`src/rtl/vga_pkg.sv`:
```
// Shared raster definitions for the VGA pixel pipeline: tile command codes,
// 640x480@75 mode timing and the tile scheduler state encoding.
package vga_pkg;

   localparam logic [1:0] CMD_IDLE    = 2'd0;
   localparam logic [1:0] CMD_RESTART = 2'd1;
   localparam logic [1:0] CMD_STEPY   = 2'd2;
   localparam logic [1:0] CMD_STEPX   = 2'd3;

   localparam int H_VISIBLE    = 640;
   localparam int H_SYNC_START = 656;
   localparam int H_SYNC_END   = 720;
   localparam int H_TOTAL      = 840;
   localparam int V_VISIBLE    = 480;
   localparam int V_SYNC_START = 481;
   localparam int V_SYNC_END   = 484;
   localparam int V_TOTAL      = 500;

   localparam int COEF_PER_TILE = 3;

   typedef enum logic [1:0] {
      ST_IDLE    = 2'd0,
      ST_PENDING = 2'd1,
      ST_SWAP    = 2'd2
   } sched_state_e;

endpackage

```
`src/rtl/tile_cmd_gen.sv`:
```
// Turns the raster position into the registered tile command and flags the
// frame boundary (first pixel of vertical blank) combinationally.
module tile_cmd_gen
   import vga_pkg::*;
#(
   parameter int H_ACTIVE = 640,
   parameter int V_ACTIVE = 480
) (
   input  logic       clock,
   input  logic       reset,
   input  logic [9:0] x,
   input  logic [9:0] y,
   output logic [1:0] command,
   output logic       frame_boundary
);

   localparam logic [9:0] H_ACT = 10'(H_ACTIVE);
   localparam logic [9:0] V_ACT = 10'(V_ACTIVE);

   logic [1:0] command_d;
   logic [1:0] command_q;

   always_comb begin
      command_d = CMD_IDLE;
      if (y == V_ACT) begin
         command_d = CMD_RESTART;
      end else if (x == H_ACT) begin
         command_d = CMD_STEPY;
      end else if ((x < H_ACT) && (y < V_ACT)) begin
         command_d = CMD_STEPX;
      end
   end

   always_ff @(posedge clock or posedge reset) begin
      if (reset) begin
         command_q <= CMD_IDLE;
      end else begin
         command_q <= command_d;
      end
   end

   assign command        = command_q;
   assign frame_boundary = (y == V_ACT) && (x == 10'd0);

endmodule

```
`src/rtl/tile_scheduler.sv`:
```
// Tile command sequencing plus double-buffered tile coefficients: host writes
// land in shadow registers and a commit is copied to the active set at vblank.
module tile_scheduler
   import vga_pkg::*;
#(
   parameter int H_ACTIVE = 640,
   parameter int V_ACTIVE = 480,
   parameter int NTILES   = 3,
   parameter int COEF_W   = 54
) (
   input  logic                                     clock,
   input  logic                                     reset,
   input  logic [9:0]                               x,
   input  logic [9:0]                               y,
   output logic [1:0]                               command,
   input  logic                                     cfg_valid,
   output logic                                     cfg_ready,
   input  logic [1:0]                               cfg_tile,
   input  logic [1:0]                               cfg_sel,
   input  logic [COEF_W-1:0]                        cfg_data,
   input  logic                                     cfg_commit,
   output logic                                     cfg_err,
   output logic                                     swap_done,
   output logic [15:0]                              frame_count,
   output logic [NTILES*COEF_PER_TILE*COEF_W-1:0]   coef
);

   localparam int NCOEF = NTILES * COEF_PER_TILE;

   sched_state_e state_q;
   sched_state_e state_d;
   logic         frame_boundary;
   logic         wr_fire;
   logic         wr_illegal;
   logic         take_swap;
   logic         cfg_err_q;
   logic         swap_done_q;
   logic [15:0]  frame_count_q;

   tile_cmd_gen #(
      .H_ACTIVE (H_ACTIVE),
      .V_ACTIVE (V_ACTIVE)
   ) u_cmd_gen (
      .clock          (clock),
      .reset          (reset),
      .x              (x),
      .y              (y),
      .command        (command),
      .frame_boundary (frame_boundary)
   );

   assign cfg_ready  = (state_q == ST_IDLE);
   assign wr_fire    = cfg_valid && cfg_ready;
   assign wr_illegal = (int'(cfg_tile) >= NTILES) || (cfg_sel == 2'd3);
   // Shadow cannot change while PENDING, so the snapshot taken here is exactly what was committed.
   assign take_swap  = (state_q == ST_PENDING) && frame_boundary;

   always_comb begin
      state_d = state_q;
      case (state_q)
         ST_IDLE:    if (cfg_commit) state_d = ST_PENDING;
         ST_PENDING: if (frame_boundary) state_d = ST_SWAP;
         ST_SWAP:    state_d = ST_IDLE;
         default:    state_d = ST_IDLE;
      endcase
   end

   always_ff @(posedge clock or posedge reset) begin
      if (reset) begin
         state_q       <= ST_IDLE;
         cfg_err_q     <= 1'b0;
         swap_done_q   <= 1'b0;
         frame_count_q <= 16'd0;
      end else begin
         state_q     <= state_d;
         cfg_err_q   <= wr_fire && wr_illegal;
         swap_done_q <= (state_q == ST_SWAP);
         if (frame_boundary) begin
            frame_count_q <= frame_count_q + 16'd1;
         end
      end
   end

   genvar gi;
   generate
      for (gi = 0; gi < NCOEF; gi++) begin : g_coef
         localparam logic [1:0] TILE = 2'(gi / COEF_PER_TILE);
         localparam logic [1:0] SEL  = 2'(gi % COEF_PER_TILE);

         logic [COEF_W-1:0] shadow_q;
         logic [COEF_W-1:0] active_q;
         logic              wr_hit;

         assign wr_hit = wr_fire && !wr_illegal && (cfg_tile == TILE) && (cfg_sel == SEL);

         always_ff @(posedge clock or posedge reset) begin
            if (reset) begin
               shadow_q <= '0;
               active_q <= '0;
            end else begin
               if (wr_hit) begin
                  shadow_q <= cfg_data;
               end
               if (take_swap) begin
                  active_q <= shadow_q;
               end
            end
         end

         assign coef[gi*COEF_W +: COEF_W] = active_q;
      end
   endgenerate

   assign cfg_err     = cfg_err_q;
   assign swap_done   = swap_done_q;
   assign frame_count = frame_count_q;

endmodule

```
`config.mk`:
```
export PLATFORM = sky130hd
export DESIGN_NAME = tile_scheduler
export DESIGN_NICKNAME = d
export VERILOG_FILES = /design/src/rtl/vga_pkg.sv /design/src/rtl/tile_cmd_gen.sv /design/src/rtl/tile_scheduler.sv
export SDC_FILE = /design/constraint.sdc
export NUM_CORES = 2
export LEC_CHECK = 0
export BUFFER_PORTS_ARGS = -buffer_cell sky130_fd_sc_hd__buf_2
export CORE_MARGIN = 4
export CORE_UTILIZATION = 47
export DETAILED_ROUTE_END_ITERATION = 16
export MAX_ROUTING_LAYER = met4
export PLACE_DENSITY_LB_ADDON = 0.15
export SETUP_SLACK_MARGIN = 0.02
export SLEW_MARGIN = 30
export SYNTH_ARGS = -nofsm -noshare
export SYNTH_HDL_FRONTEND = slang
export SYNTH_HIERARCHICAL = 1
export SYNTH_SLANG_ARGS = --single-unit
```
`constraint.sdc`:
```
create_clock -name clock -period 81.3 [get_ports clock]
set_clock_uncertainty 0.15 [all_clocks]
set_input_delay 16.26 -clock clock [delete_from_list [all_inputs] [get_ports clock]]
set_output_delay 16.26 -clock clock [all_outputs]
set_load 0.02 [all_outputs]
```
; ---- Yosys cells after proc, flatten, opt, wreduce, memory -nomap -nowiden
; Cells that the tools add are included.
; Widths: inputs -> output; s select.
[classes]
n_eq_ne = 11
addsub = 1
muxes = 6
order_cmp = 3
reduce_logical = 25
[op_table]
columns = op, n
row1 = $logic_and 1x1->1, 18
row2 = $add 16x1->16 const B, 1
row3 = $eq 10x10->1 const B, 1
row4 = $eq 10x9->1 const B, 1
row5 = $logic_not 10->1, 1
row6 = $lt 10x10->1 const B, 1
row7 = $lt 10x9->1 const B, 1
row8 = $mux 2, 5
row9 = $eq 2x2->1 const B, 4
row10 = $eq 2x1->1 const B, 3
row11 = $logic_not 2->1, 3
row12 = $pmux 2 s2, 1
row13 = $ge 2x2->1 const B, 1
row14 = $ne 2x1->1 const B, 1
row15 = $ne 2x2->1 const B, 1
row16 = $reduce_and 2->1, 1
row17 = $logic_not 1->1, 1
row18 = $logic_or 1x1->1, 1
[word_totals]
input_bits = 82
out_inout_bits = 507
regBits = 994

; ---- Depth between registers and ports, before layout
[depth]
word_depth = 6
depth_mapped = 11
ltp_nobuf = 8

; ---- Cells and area by module
; The synthesis kept the hierarchy.
[modules_own_cells]
columns = mod, n_inst, area_each_um2, cells_each
row1 = tile_scheduler, 1, 36894.1, 2137
row2 = tile_cmd_gen, 1, 147.6, 18

; ---- Worst setup path before layout
; Ideal clock, no wire load.
[synth_timing]
path_kind = input to register
from = input x[2]
to = register g_coef[2].active_q[10]
path_slack_ps = 62396
n_path_buf = 3
path_stages = 10
required_time_ps = 81025
arrival_time_ps = 18629
path_cell_list = or4_1 -> or4_1 -> nor2_1 -> buf_2 -> nand2_1 -> or2_2 -> inv_2 -> buf_2 -> buf_4 -> mux2_2
[synth_via]
elab_chain_cells = 3
[synth_lines]
columns = element, line_no
row1 = "start, declared", tile_scheduler.sv:13  ; input logic [9:0] x,
row2 = $logic_not 10->1, tile_cmd_gen.sv:43  ; assign frame_boundary = (y == V_ACT) && (x == 10'd0);
row3 = $logic_and 1x1->1, tile_cmd_gen.sv:43
row4 = net frame_boundary, tile_scheduler.sv:32  ; logic frame_boundary;
row5 = $logic_and 1x1->1, tile_scheduler.sv:56  ; assign take_swap = (state_q == ST_PENDING) && frame_boundary;
row6 = "end signal, assigned", tile_scheduler.sv:105  ; active_q <= shadow_q;
row7 = "end, declared", tile_scheduler.sv:91  ; logic [COEF_W-1:0] active_q;
; The timed path passes the listed nets, and every way through them passes these cells.
; A chain may end at the register's enable or synchronous reset.

; ---- Final worst setup path
[layout_timing]
from = input x[2]
to = register g_coef[1].active_q[22]
[layout_via]
elab_chain_cells = 3
[layout_lines]
columns = element, line_no
row1 = $logic_not 10->1, tile_cmd_gen.sv:43
row2 = $logic_and 1x1->1, tile_cmd_gen.sv:43
row3 = net frame_boundary, tile_scheduler.sv:32
row4 = $logic_and 1x1->1, tile_scheduler.sv:56
row5 = "end signal, assigned", tile_scheduler.sv:105
row6 = "end, declared", tile_scheduler.sv:91
; The timed path passes the listed nets, and every way through them passes these cells.

==> metrics.txt <==
status=complete, no violations; hold_buf cts=0; Layout Cells excl Fill=3889; maximum clock path buffer count=3; CP peak stage delay=810 ps; initial antenna violation count=3; Setup CP Type=in2reg; max layer used=met4; hold depth=1; vias in the first global route=21899; Placed Cells=3703; VDD IR max=15.4 uV; Sum Neg Setup Slack=0 ps; number of buffers created by CTS=101; WL/cell=23.7 um; CTS tree=yes; drt first-iter violations=892; first-pass GRT wire length=139 mm; reg2reg end=g_coef[1].active_q[22]; Max Slew Vio Count=0; Synth Register Bits=994; antenna viol nets, final=0; final wirelength=92.2 mm; post-synthesis sequential area ratio=67.2%; CTS root buffer=clkbuf_16; Min-Delay Endpoint=frame_count[15]; LEAKAGE=24.4 nW; via count=20390; synth cell count leaders=dfrtp_1 (994), mux2_2 (973), buf_4 (55); post-CTS setup buffer count=0; Ys Warns=6; Setup WS post-layout=60710 ps; P&R area growth vs syn=19.7%; Post-synth EDFFs=0; ys async rst share=100%; class of the worst hold path=reg2reg; dominant cell type by area after synthesis=dfrtp_1; gpl congestion=0.821; Mean Syn Cell Area=17.2 um^2; post-synth cell types=34; die outline height=289 um; met3 wire len=6.04 mm; ratio of cells with drive above 1 in the final layout=61.7%; site row count=102; Worst R2R Start=state_q[0]; Core Area=77700 um^2; worst-path maximum fanout=122; # setup viols final=0; r2r setup slk=77110 ps; fmax=0.0486 GHz; worst-margin pin slew=924 ps; top post-synthesis cells by area=dfrtp_1 (67%), mux2_2 (30%), buf_4 (1.1%); largest net degree at the start of global routing=189; Worst-path clk slew=60 ps; met2 wire len=45.4 mm; die area=83400 um^2; Max-Cap Viols=0; Fin. Hold Viols=0; Tcrit/Tclk final=25.3%; via/cell ratio=5.24; Post-Syn Nets=2238; CP cell instances=buf_2 -> or4_1 -> or4_1 -> nor2_1 -> nand2_1 -> or2_2 -> inv_8 -> buf_4 -> buf_4 -> mux2_2; Crit path required time=81670 ps; Starting Density=47.7%; drt pass-1 iters=4; Clock Latency Late Sink=640 ps; count leader, synth=dfrtp_1; hold path startpoint=frame_count[15]; min Tclk post-route=20590 ps; M1 WL=38.3 mm; Worst R2R Path Depth=6; Total Routing Usage GR=22.6%; cell area after synthesis=37000 um^2; I/O pins=589; Main synth FF type=dfrtp_1; Slowest cell on crit path=buf_4; Slew Limit Headroom=38.4%; Remaining DRCs=0; nets@finish=2851; H-Tree Depth=3; crit path launch type=input pin; arrival time at the worst endpoint=20960 ps; CTS sink cnt=994; IO buf count=588; RSZ-0062 raised after global routing=no; pre-CTS WS=60050 ps; top cell type's share of synthesized area=67.2%; Syn Inst Count=2155; Post-CTS Resized=0; DP HPWL=60.7 mm; Crit. End Element=flop; Die X-Extent=289 um; pwr dens=22.1 nW/um^2; GRT overflow=0
[layer usage]
metal  track usage [%]  up-vias
met2              36.7      470
met5                 -        -
li1                  -     8891
met4              6.59        0
met3              5.46      126
met1              28.5    10903
[cells by family (layout without fill, tap and decap cells)]
kind of cell / count (synthesis) / after routing / share of synthesized area [%]
multiplexers: 974 / 974 / 29.6
XOR/XNOR: 15 / 15 / 0.355
flip-flops: 994 / 994 / 67.2
AO/OA/AOI/OAI: 5 / 5 / 0.101
adder cells (fa/ha/maj): 1 / 1 / 0.0338
AND/OR/NAND/NOR: 57 / 57 / 0.939
other: 0 / 2 / 0
buffers and inverters: 109 / 801 / 1.81
[flip-flops by register name (all words and copies together) (netlist names)]
name and cells:
cfg_err 1, frame_count 16, g_coef.active_q 486, g_coef.shadow_q 486
state_q 2, swap_done 1, u_cmd_gen/command 2
[report_power, final]
group          total (mW)  internal, mW  switching (mW)  leakage, nW
combinational      0.0228       0.00626          0.0166         8.94
clock               0.456         0.268           0.188         1.63
sequential          0.503         0.500         0.00243         13.8
[metrics by stage]
step,util [%],cell area (um^2),hold slack [ps],power [mW]
finish,57.0,44300,326,0.981
CTS,56.9,44200,326,0.993
floorplan,-,37000,324,0.524
global placement,52.6,40900,307,0.534
detailed placement,52.7,40900,310,0.535
global route,57.0,44300,343,1.02
[worst max-delay path, delay by kind of cell]
kind | cells | cell delay (ps)
and+or+nand+nor | 5 | 1810
muxes | 1 | 420
buffers and inverters | 4 | 2320
[cells in the final DEF, fill, tap and decap left out, types with 3 or more instances in the layout]
master / instances
buf_2: 588
buf_4: 15
buf_6: 8
bufinv_16: 5
clkbuf_1: 26
clkbuf_16: 102
clkbuf_8: 23
clkinv_2: 18
clkinv_8: 3
dfrtp_1: 994
mux2_2: 973
nand2_1: 11
nand2_8: 3
nand4_1: 7
nor2_1: 8
nor3_1: 3
nor4_1: 4
or4_1: 4
xnor2_1: 4
xor2_1: 11
[layout make-up]
| type | instances | area, um^2 |
|---|---|---|
| antenna | 2 | 5.00 |
| tap | 1040 | 1300 |
| clock inverter | 31 | 330 |
| inverter | 4 | 30.0 |
| clock buffer | 151 | 2970 |
| multi-input combinational | 1052 | 11600 |
| sequential | 994 | 24900 |
| timing repair buffer | 615 | 3240 |
| fill | 6185 | 33400 |
[how the worst max path moves through the flow]
| stage | startpoint | end | slack [ps] |
|---|---|---|---|
| floorplan | reset | cfg_err | 36980 |
| global placement | x[2] | g_coef[8].active_q[26] | 60090 |
| detailed placement | x[2] | g_coef[1].active_q[22] | 60050 |
| CTS | x[2] | g_coef[1].active_q[22] | 60740 |
| global route | x[2] | g_coef[8].active_q[18] | 60400 |
| finish | x[2] | g_coef[1].active_q[22] | 60710 |
Note: power is estimated with default switching activity, not from simulation.
